## src/rtl/mem_byte_ctrl_if.sv

```systemverilog
// rtl/mem_byte_ctrl_if.sv - datapath-side memory handshake bundle for mem_byte_ctrl
//
// Groups the MOV/MOC request handshake between the datapath and the byte
// controller.
//   master (datapath)   : drives MOV, RW, OpC, MAR, DataIn; sees DataOut, MOC,
//                         align_err, busy
//   slave  (controller) : the mirror image
// ADDR_W is the byte-address width and must match the controller.

interface mem_byte_ctrl_if #(
  parameter int ADDR_W = 9
);
  logic              MOV;
  logic              RW;
  logic [5:0]        OpC;
  logic [ADDR_W-1:0] MAR;
  logic [31:0]       DataIn;
  logic [31:0]       DataOut;
  logic              MOC;
  logic              align_err;
  logic              busy;

  modport master (
    output MOV, RW, OpC, MAR, DataIn,
    input  DataOut, MOC, align_err, busy
  );

  modport slave (
    input  MOV, RW, OpC, MAR, DataIn,
    output DataOut, MOC, align_err, busy
  );
endinterface

```

## src/rtl/mem_byte_ctrl.sv

```systemverilog
// rtl/mem_byte_ctrl.sv - byte-serialising load/store controller for a 2^ADDR_W x 8 sync RAM
//
// Accepts one load/store per MOV/MOC handshake, decodes size (OpC[1:0]) and
// zero/sign extension (OpC[2]), and moves 1, 2 or 4 bytes big-endian to or
// from a synchronous single-port byte RAM. Address arithmetic wraps modulo
// 2^ADDR_W.
//
// Ports:
//   clk        in   system clock, rising edge
//   reset      in   asynchronous, active-high
//   dp         slave modport of mem_byte_ctrl_if (MOV, RW, OpC, MAR, DataIn,
//              DataOut, MOC, align_err, busy)
//   mem_addr   out  byte address to RAM
//   mem_wdata  out  write byte to RAM
//   mem_we     out  RAM write enable
//   mem_rdata  in   RAM read byte, valid the cycle after mem_addr
//
// Optional feature macro: MEM_ALIGN_CHECK_EN
//   defined   : misaligned half/word requests skip the RAM and finish in one
//               edge with align_err = 1
//   undefined : align_err stays 0 and unaligned addresses are used as-is

module mem_byte_ctrl #(
  parameter int ADDR_W = 9
) (
  input  logic              clk,
  input  logic              reset,
  mem_byte_ctrl_if.slave    dp,
  output logic [ADDR_W-1:0] mem_addr,
  output logic [7:0]        mem_wdata,
  output logic              mem_we,
  input  logic [7:0]        mem_rdata
);

  typedef enum logic [1:0] {
    IDLE  = 2'd0,
    XFER  = 2'd1,
    RTAIL = 2'd2,
    DONE  = 2'd3
  } state_t;

  state_t            state, state_nx;

  logic [ADDR_W-1:0] base_q;
  logic [31:0]       wdata_q;
  logic              rw_q;
  logic              uns_q;
  logic [1:0]        size_q;
  logic [1:0]        cnt_q;
  logic [1:0]        last_q;     // n-1: index of the final byte
  logic [23:0]       asm_q;      // earlier read bytes, newest in [7:0]
  logic [31:0]       data_out_q;
  logic              align_err_q;

  logic [1:0]        req_last;
  logic              misaligned;
  logic [1:0]        lane;
  logic [31:0]       rd_word;
  logic [31:0]       rd_ext;

  always_comb begin
    req_last = 2'd3;
    case (dp.OpC[1:0])
      2'b00:   req_last = 2'd0;
      2'b01:   req_last = 2'd1;
      default: req_last = 2'd3;
    endcase
  end

`ifdef MEM_ALIGN_CHECK_EN
  assign misaligned = ((dp.OpC[1:0] == 2'b01) && dp.MAR[0]) ||
                      (dp.OpC[1] && (dp.MAR[1:0] != 2'b00));
`else
  assign misaligned = 1'b0;
`endif

  // Final assembled load word: bytes captured so far plus the one on the bus.
  assign rd_word = {asm_q, mem_rdata};

  always_comb begin
    rd_ext = rd_word;
    case (size_q)
      2'b00:   rd_ext = uns_q ? {24'h0, rd_word[7:0]}
                              : {{24{rd_word[7]}}, rd_word[7:0]};
      2'b01:   rd_ext = uns_q ? {16'h0, rd_word[15:0]}
                              : {{16{rd_word[15]}}, rd_word[15:0]};
      default: rd_ext = rd_word;
    endcase
  end

  // State register
  always_ff @(posedge clk or posedge reset) begin
    if (reset) state <= IDLE;
    else       state <= state_nx;
  end

  // Next-state logic
  always_comb begin
    state_nx = state;
    case (state)
      IDLE: begin
        if (dp.MOV) state_nx = misaligned ? DONE : XFER;
      end
      XFER: begin
        if (cnt_q == last_q) state_nx = rw_q ? RTAIL : DONE;
      end
      RTAIL: state_nx = DONE;
      DONE: begin
        // MOV must be seen low before another request is accepted.
        if (!dp.MOV) state_nx = IDLE;
      end
      default: state_nx = IDLE;
    endcase
  end

  // Datapath registers
  always_ff @(posedge clk or posedge reset) begin
    if (reset) begin
      base_q      <= '0;
      wdata_q     <= '0;
      rw_q        <= 1'b0;
      uns_q       <= 1'b0;
      size_q      <= 2'b00;
      cnt_q       <= 2'd0;
      last_q      <= 2'd0;
      asm_q       <= '0;
      data_out_q  <= '0;
      align_err_q <= 1'b0;
    end else begin
      case (state)
        IDLE: begin
          if (dp.MOV) begin
            base_q      <= dp.MAR;
            wdata_q     <= dp.DataIn;
            rw_q        <= dp.RW;
            uns_q       <= dp.OpC[2];
            size_q      <= dp.OpC[1:0];
            last_q      <= req_last;
            cnt_q       <= 2'd0;
            asm_q       <= '0;
            align_err_q <= misaligned;
          end
        end
        XFER: begin
          cnt_q <= cnt_q + 2'd1;
          // RAM returns the byte for the previous cycle's address.
          if (rw_q && (cnt_q != 2'd0)) asm_q <= {asm_q[15:0], mem_rdata};
        end
        RTAIL: begin
          data_out_q <= rd_ext;
        end
        DONE: begin
          if (!dp.MOV) align_err_q <= 1'b0;
        end
        default: ;
      endcase
    end
  end

  // Write lane: byte cnt counted from the MSB of the access.
  assign lane = last_q - cnt_q;

  // Output logic
  always_comb begin
    mem_addr  = '0;
    mem_wdata = 8'h00;
    mem_we    = 1'b0;
    if (state == XFER) begin
      mem_addr = base_q + ADDR_W'(cnt_q);
      if (!rw_q) begin
        mem_we    = 1'b1;
        mem_wdata = wdata_q[{lane, 3'b000} +: 8];
      end
    end
  end

  assign dp.MOC       = (state == DONE);
  assign dp.busy      = (state != IDLE);
  assign dp.DataOut   = data_out_q;
  assign dp.align_err = align_err_q;

endmodule
```

## src/flat_wrapper.sv

```systemverilog
// flat-port wrapper written by rule: the top's interface ports become plain ports
module mem_byte_ctrl_flat 
#(
  parameter int ADDR_W = 9
)
  (clk, reset, mem_addr, mem_wdata, mem_we, mem_rdata, dp_MOV, dp_RW, dp_OpC, dp_MAR, dp_DataIn, dp_DataOut, dp_MOC, dp_align_err, dp_busy);
  mem_byte_ctrl_if #(.ADDR_W(ADDR_W)) dp_i ();
  input  logic clk;
  input  logic reset;
  output logic [ADDR_W-1:0] mem_addr;
  output logic [7:0] mem_wdata;
  output logic mem_we;
  input  logic [7:0] mem_rdata;
  input wire logic [$bits(dp_i.MOV)-1:0] dp_MOV;
  input wire logic [$bits(dp_i.RW)-1:0] dp_RW;
  input wire logic [$bits(dp_i.OpC)-1:0] dp_OpC;
  input wire logic [$bits(dp_i.MAR)-1:0] dp_MAR;
  input wire logic [$bits(dp_i.DataIn)-1:0] dp_DataIn;
  output wire logic [$bits(dp_i.DataOut)-1:0] dp_DataOut;
  output wire logic [$bits(dp_i.MOC)-1:0] dp_MOC;
  output wire logic [$bits(dp_i.align_err)-1:0] dp_align_err;
  output wire logic [$bits(dp_i.busy)-1:0] dp_busy;
  assign dp_i.MOV = dp_MOV;
  assign dp_i.RW = dp_RW;
  assign dp_i.OpC = dp_OpC;
  assign dp_i.MAR = dp_MAR;
  assign dp_i.DataIn = dp_DataIn;
  assign dp_DataOut = dp_i.DataOut;
  assign dp_MOC = dp_i.MOC;
  assign dp_align_err = dp_i.align_err;
  assign dp_busy = dp_i.busy;
  mem_byte_ctrl #(.ADDR_W(ADDR_W)) u_core (.clk(clk), .reset(reset), .dp(dp_i), .mem_addr(mem_addr), .mem_wdata(mem_wdata), .mem_we(mem_we), .mem_rdata(mem_rdata));
endmodule
```

## config.mk

```make
export PLATFORM = sky130hd
export DESIGN_NAME = mem_byte_ctrl_flat
export DESIGN_NICKNAME = d
export VERILOG_FILES = /design/src/rtl/mem_byte_ctrl_if.sv /design/src/rtl/mem_byte_ctrl.sv /design/src/flat_wrapper.sv
export SDC_FILE = /design/constraint.sdc
export NUM_CORES = 1
export LEC_CHECK = 0
export ABC_AREA = 1
export CORE_AREA = 3 3 110 112
export CTS_CLUSTER_DIAMETER = 30
export DETAILED_ROUTE_END_ITERATION = 8
export DIE_AREA = 0 0 113 115
export PLACE_DENSITY_LB_ADDON = 0.3
export SLEW_MARGIN = 20
export SYNTH_ARGS = -nofsm -noshare
export SYNTH_HDL_FRONTEND = slang
export SYNTH_SLANG_ARGS = --single-unit
export TNS_END_PERCENT = 50
```

## constraint.sdc

```tcl
create_clock -name clk -period 3.83 [get_ports clk]
set_input_delay 0.766 -clock clk [delete_from_list [all_inputs] [get_ports clk]]
set_output_delay 0.766 -clock clk [all_outputs]
set_load 0.01 [all_outputs]
```

==> results.yml <==
route:
  vias: 4364
  drtIter0Drc: 275
  routed_via_density: 4.85
  routedWlPerCell_um: 13.4
  drt_wl_total_um: 12000
  wl_met3_um: 544
  post-route-drc-count: 0
  drt-met1-wl_um: 5240
  dr.pass1.iters: 4
  top_layer: "met4"
  antenna_left: 0
  wl_met2_um: 6070
floorplan:
  initial_utilization: 0.455
  design.core.area_um2: 11300
  std_cell_rows: 39
  io_pins: 112
  die_h_um: 115
  die_w_um: 113
  die_area_um2: 13000
logic_synthesis:
  syn_nets: 726
  synth_adder_area_share: 0.0257
  synth_top_family_by_area: "simple AND/OR/NAND/NOR gates"
  synth_cell_types: 25
  synth_compound_area_frac: 0.114
  syn_area_um2: 5160
  synthXorXnorAreaFrac: 0
  synth-seq-cells: 107
  synth_area_per_cell_um2: 7.85
  synth.mux.area_fraction: 0
  yosysWarnings: 0
  synth_simple_gate_area_share: 0.258
  synthCells: 657
  ys_seq_area_frac: 0.519
placement:
  place_congestion: 0.843
  place_hpwl_um: 8490
  numPortBuffers: 107
  dpl.cell_count: 883
  pre_cts_ws_ns: 0.804
  placed_area_um2: 6310
finish:
  layout.nets: 820
  finalNonFillerCells: 899
  areaGrowthSynthToFinish_pct: 27.6
  drive_gt1_frac: 0.0437
  insertedDiodeCount: 0
  fin_area_um2: 6580
global_routing:
  grt_pass1_vias: 4355
  antenna_found_initial: 0
  grt-ovfl-total: 0
  grt_pass1_wl_um: 20300
  grt_max_degree: 63
  track_usage: 0.193
clocking:
  cts_root_buf: "clkbuf_16"
  cts_max_level: 3
  tritoncts: "built"
  post_cts_resized: 0
  cts_buffers: 9
  ctsHoldBuffers: 0
  clock_sinks: 107
  clock_latency_ns: 0.34
  clkTransAtPathRegs_ns: 0.07
  cts_setup_buffers: 0
  clockBufferDepth: 2
critical_path:
  crit_slowest_cell: "ha_1"
  crit_fanout: 27
  worst_path_most_repeated_cell: "nor2_1"
  path_delay_family: "buffers and inverters"
  crit_path_start: "u_core.cnt_q[0]$_DFFE_PP0P_"
  rr_startpoint: "u_core.state[0]$_DFFE_PP0P_"
  critPathArrivalTime_ns: 2.65
  max_stage_delay_ns: 0.77
  rrSetupSlack_ns: 1.50
  path_class: "flip-flop to output pin"
  cp-start-kind: "flip-flop"
  path_buf_inv: 2
  crit_required_ns: 3.06
  worstPathCellList: "ha_1, buf_4, nand2_1, o21ai_0, nor2_1, nor2_1, clkdlybuf4s50_1"
  end_kind: "output pin"
sta:
  tightest_slew_ns: 0.842
  rsz0062_at_grt: "no"
  setup_viol: 0
  finalCritPeriodShare: 0.892
  finalHoldViolCount: 0
  final-max-slew-violation-count: 0
  slew_headroom: 0.436
  clock_skew_ns: 0.00562
  period_minus_slack_ns: 3.42
  max_freq_mhz: 293
  fin_ws_ns: 0.412
  setup_tns_ns: 0
worst_hold_path:
  worstHoldStart: "u_core.dp.DataOut[3]$_DFFE_PP0N_"
  holdCritPathClass: "flip-flop to flip-flop"
job:
  drv_cap: 0
outcome:
  status: "finished, final reports clean"
power:
  p_total_mw: 5.49
  power_density_nw_per_um2: 835
  ir_drop_v: 0.000370
  p_leak_nw: 3.13
==> layer usage <==
| layer | GRT usage | up-vias |
|---|---|---|
| li1 | - | 2214 |
| met1 | 0.235 | 2041 |
| met2 | 0.344 | 97 |
| met3 | 0.0358 | 12 |
| met4 | 0.0681 | 0 |
| met5 | 0 | - |
==> logic make-up after synthesis <==
group           Yosys count
compound gates          101
fa+ha+maj                10
simple gates            338
other cells               1
buf+inv                 100
flops                   107
==> layout make-up <==
type	instances	area (um2)
Clock buffer	11	243
Clock inverter	5	28.8
Fill cell	1052	4740
Inverter	69	262
Multi-Input combinational cell	450	2050
Sequential cell	107	2680
Tap cell	143	179
Timing Repair Buffer	114	1140
==> power by group <==
group          switching (mW)  leakage [nW]  total (mW)  internal (mW)
clock                   0.413         0.139       0.870          0.456
sequential              0.330          1.34        1.96           1.63
combinational            1.52          1.65        2.66           1.14
==> state kept, by name, indices dropped and copies added, names as in the netlist <==
| name | flops |
|---|---|
| u_core.size_q | 2 |
| u_core.last_q | 2 |
| u_core.asm_q | 24 |
| u_core.dp.DataOut | 32 |
| u_core.state | 2 |
| u_core.wdata_q | 32 |
| u_core.cnt_q | 2 |
| u_core.rw_q | 1 |
| u_core.base_q | 9 |
| u_core.uns_q | 1 |
==> synth_stat cells <==
library cell	n	area [um2]
nand2_1	249	935
dfrtp_1	107	2680
inv_1	67	251
nor2_1	60	225
o21ai_0	48	240
o21bai_1	24	180
nand3_1	21	105
o21ai_1	17	85.1
clkbuf_1	16	60.1
ha_1	9	113
buf_2	8	40.0
a21oi_1	6	30.0
o21ai_2	5	43.8
buf_6	4	45.0
buf_4	3	22.5
inv_2	2	7.51
nand3b_1	2	15.0
nor3_1	2	10.0
conb_1	1	3.75
fa_1	1	20.0
nand2_2	1	6.26
nand4_1	1	6.26
nor2_2	1	6.26
nor2_8	1	20.0
o21a_1	1	7.51
==> placed cells by master (no fill, tap or decap), types with 2 or more instances in the layout <==
cell / netlist / routed
clkbuf_16: 0 / 9
nand3_1: 21 / 21
clkinv_2: 0 / 4
buf_4: 3 / 6
o21ai_1: 17 / 17
dfrtp_1: 107 / 107
inv_2: 2 / 2
clkdlybuf4s50_1: 0 / 107
a21oi_1: 6 / 6
o21ai_0: 48 / 48
nor3_1: 2 / 2
nand2_1: 249 / 249
nand3b_1: 2 / 2
nor2_1: 60 / 60
o21ai_2: 5 / 5
ha_1: 9 / 9
inv_1: 67 / 66
o21bai_1: 24 / 24
==> path summary, 6_finish.rpt <==
path,end,depth (start not counted)
max,mem_wdata[7],7
min,u_core.dp.DataOut[3]$_DFFE_PP0N_,2
max reg2reg,u_core.asm_q[16]$_DFFE_PP0P_,7
min reg2reg,u_core.dp.DataOut[3]$_DFFE_PP0N_,2
max in group asynchronous,u_core.dp.DataOut[15]$_DFFE_PP0N_,3
min in group asynchronous,u_core.dp.DataOut[29]$_DFFE_PP0N_,2
==> worst register-to-register path, delay by kind of cell (launching register included) <==
kind            cells  cell delay [ns]
compound gates      2             0.37
fa+ha+maj           1             0.26
buf+inv             2             0.41
flops               1             0.42
simple gates        2             0.71
==> per-stage QoR <==
stage / util / hold WS, ns
after floorplan: - / 0.444
after global placement: 0.557 / 0.457
after detailed placement: 0.557 / 0.465
after CTS: 0.581 / 0.481
after global routing: 0.581 / 0.496
final: 0.581 / 0.477
Power figures use the tool's default switching activity.
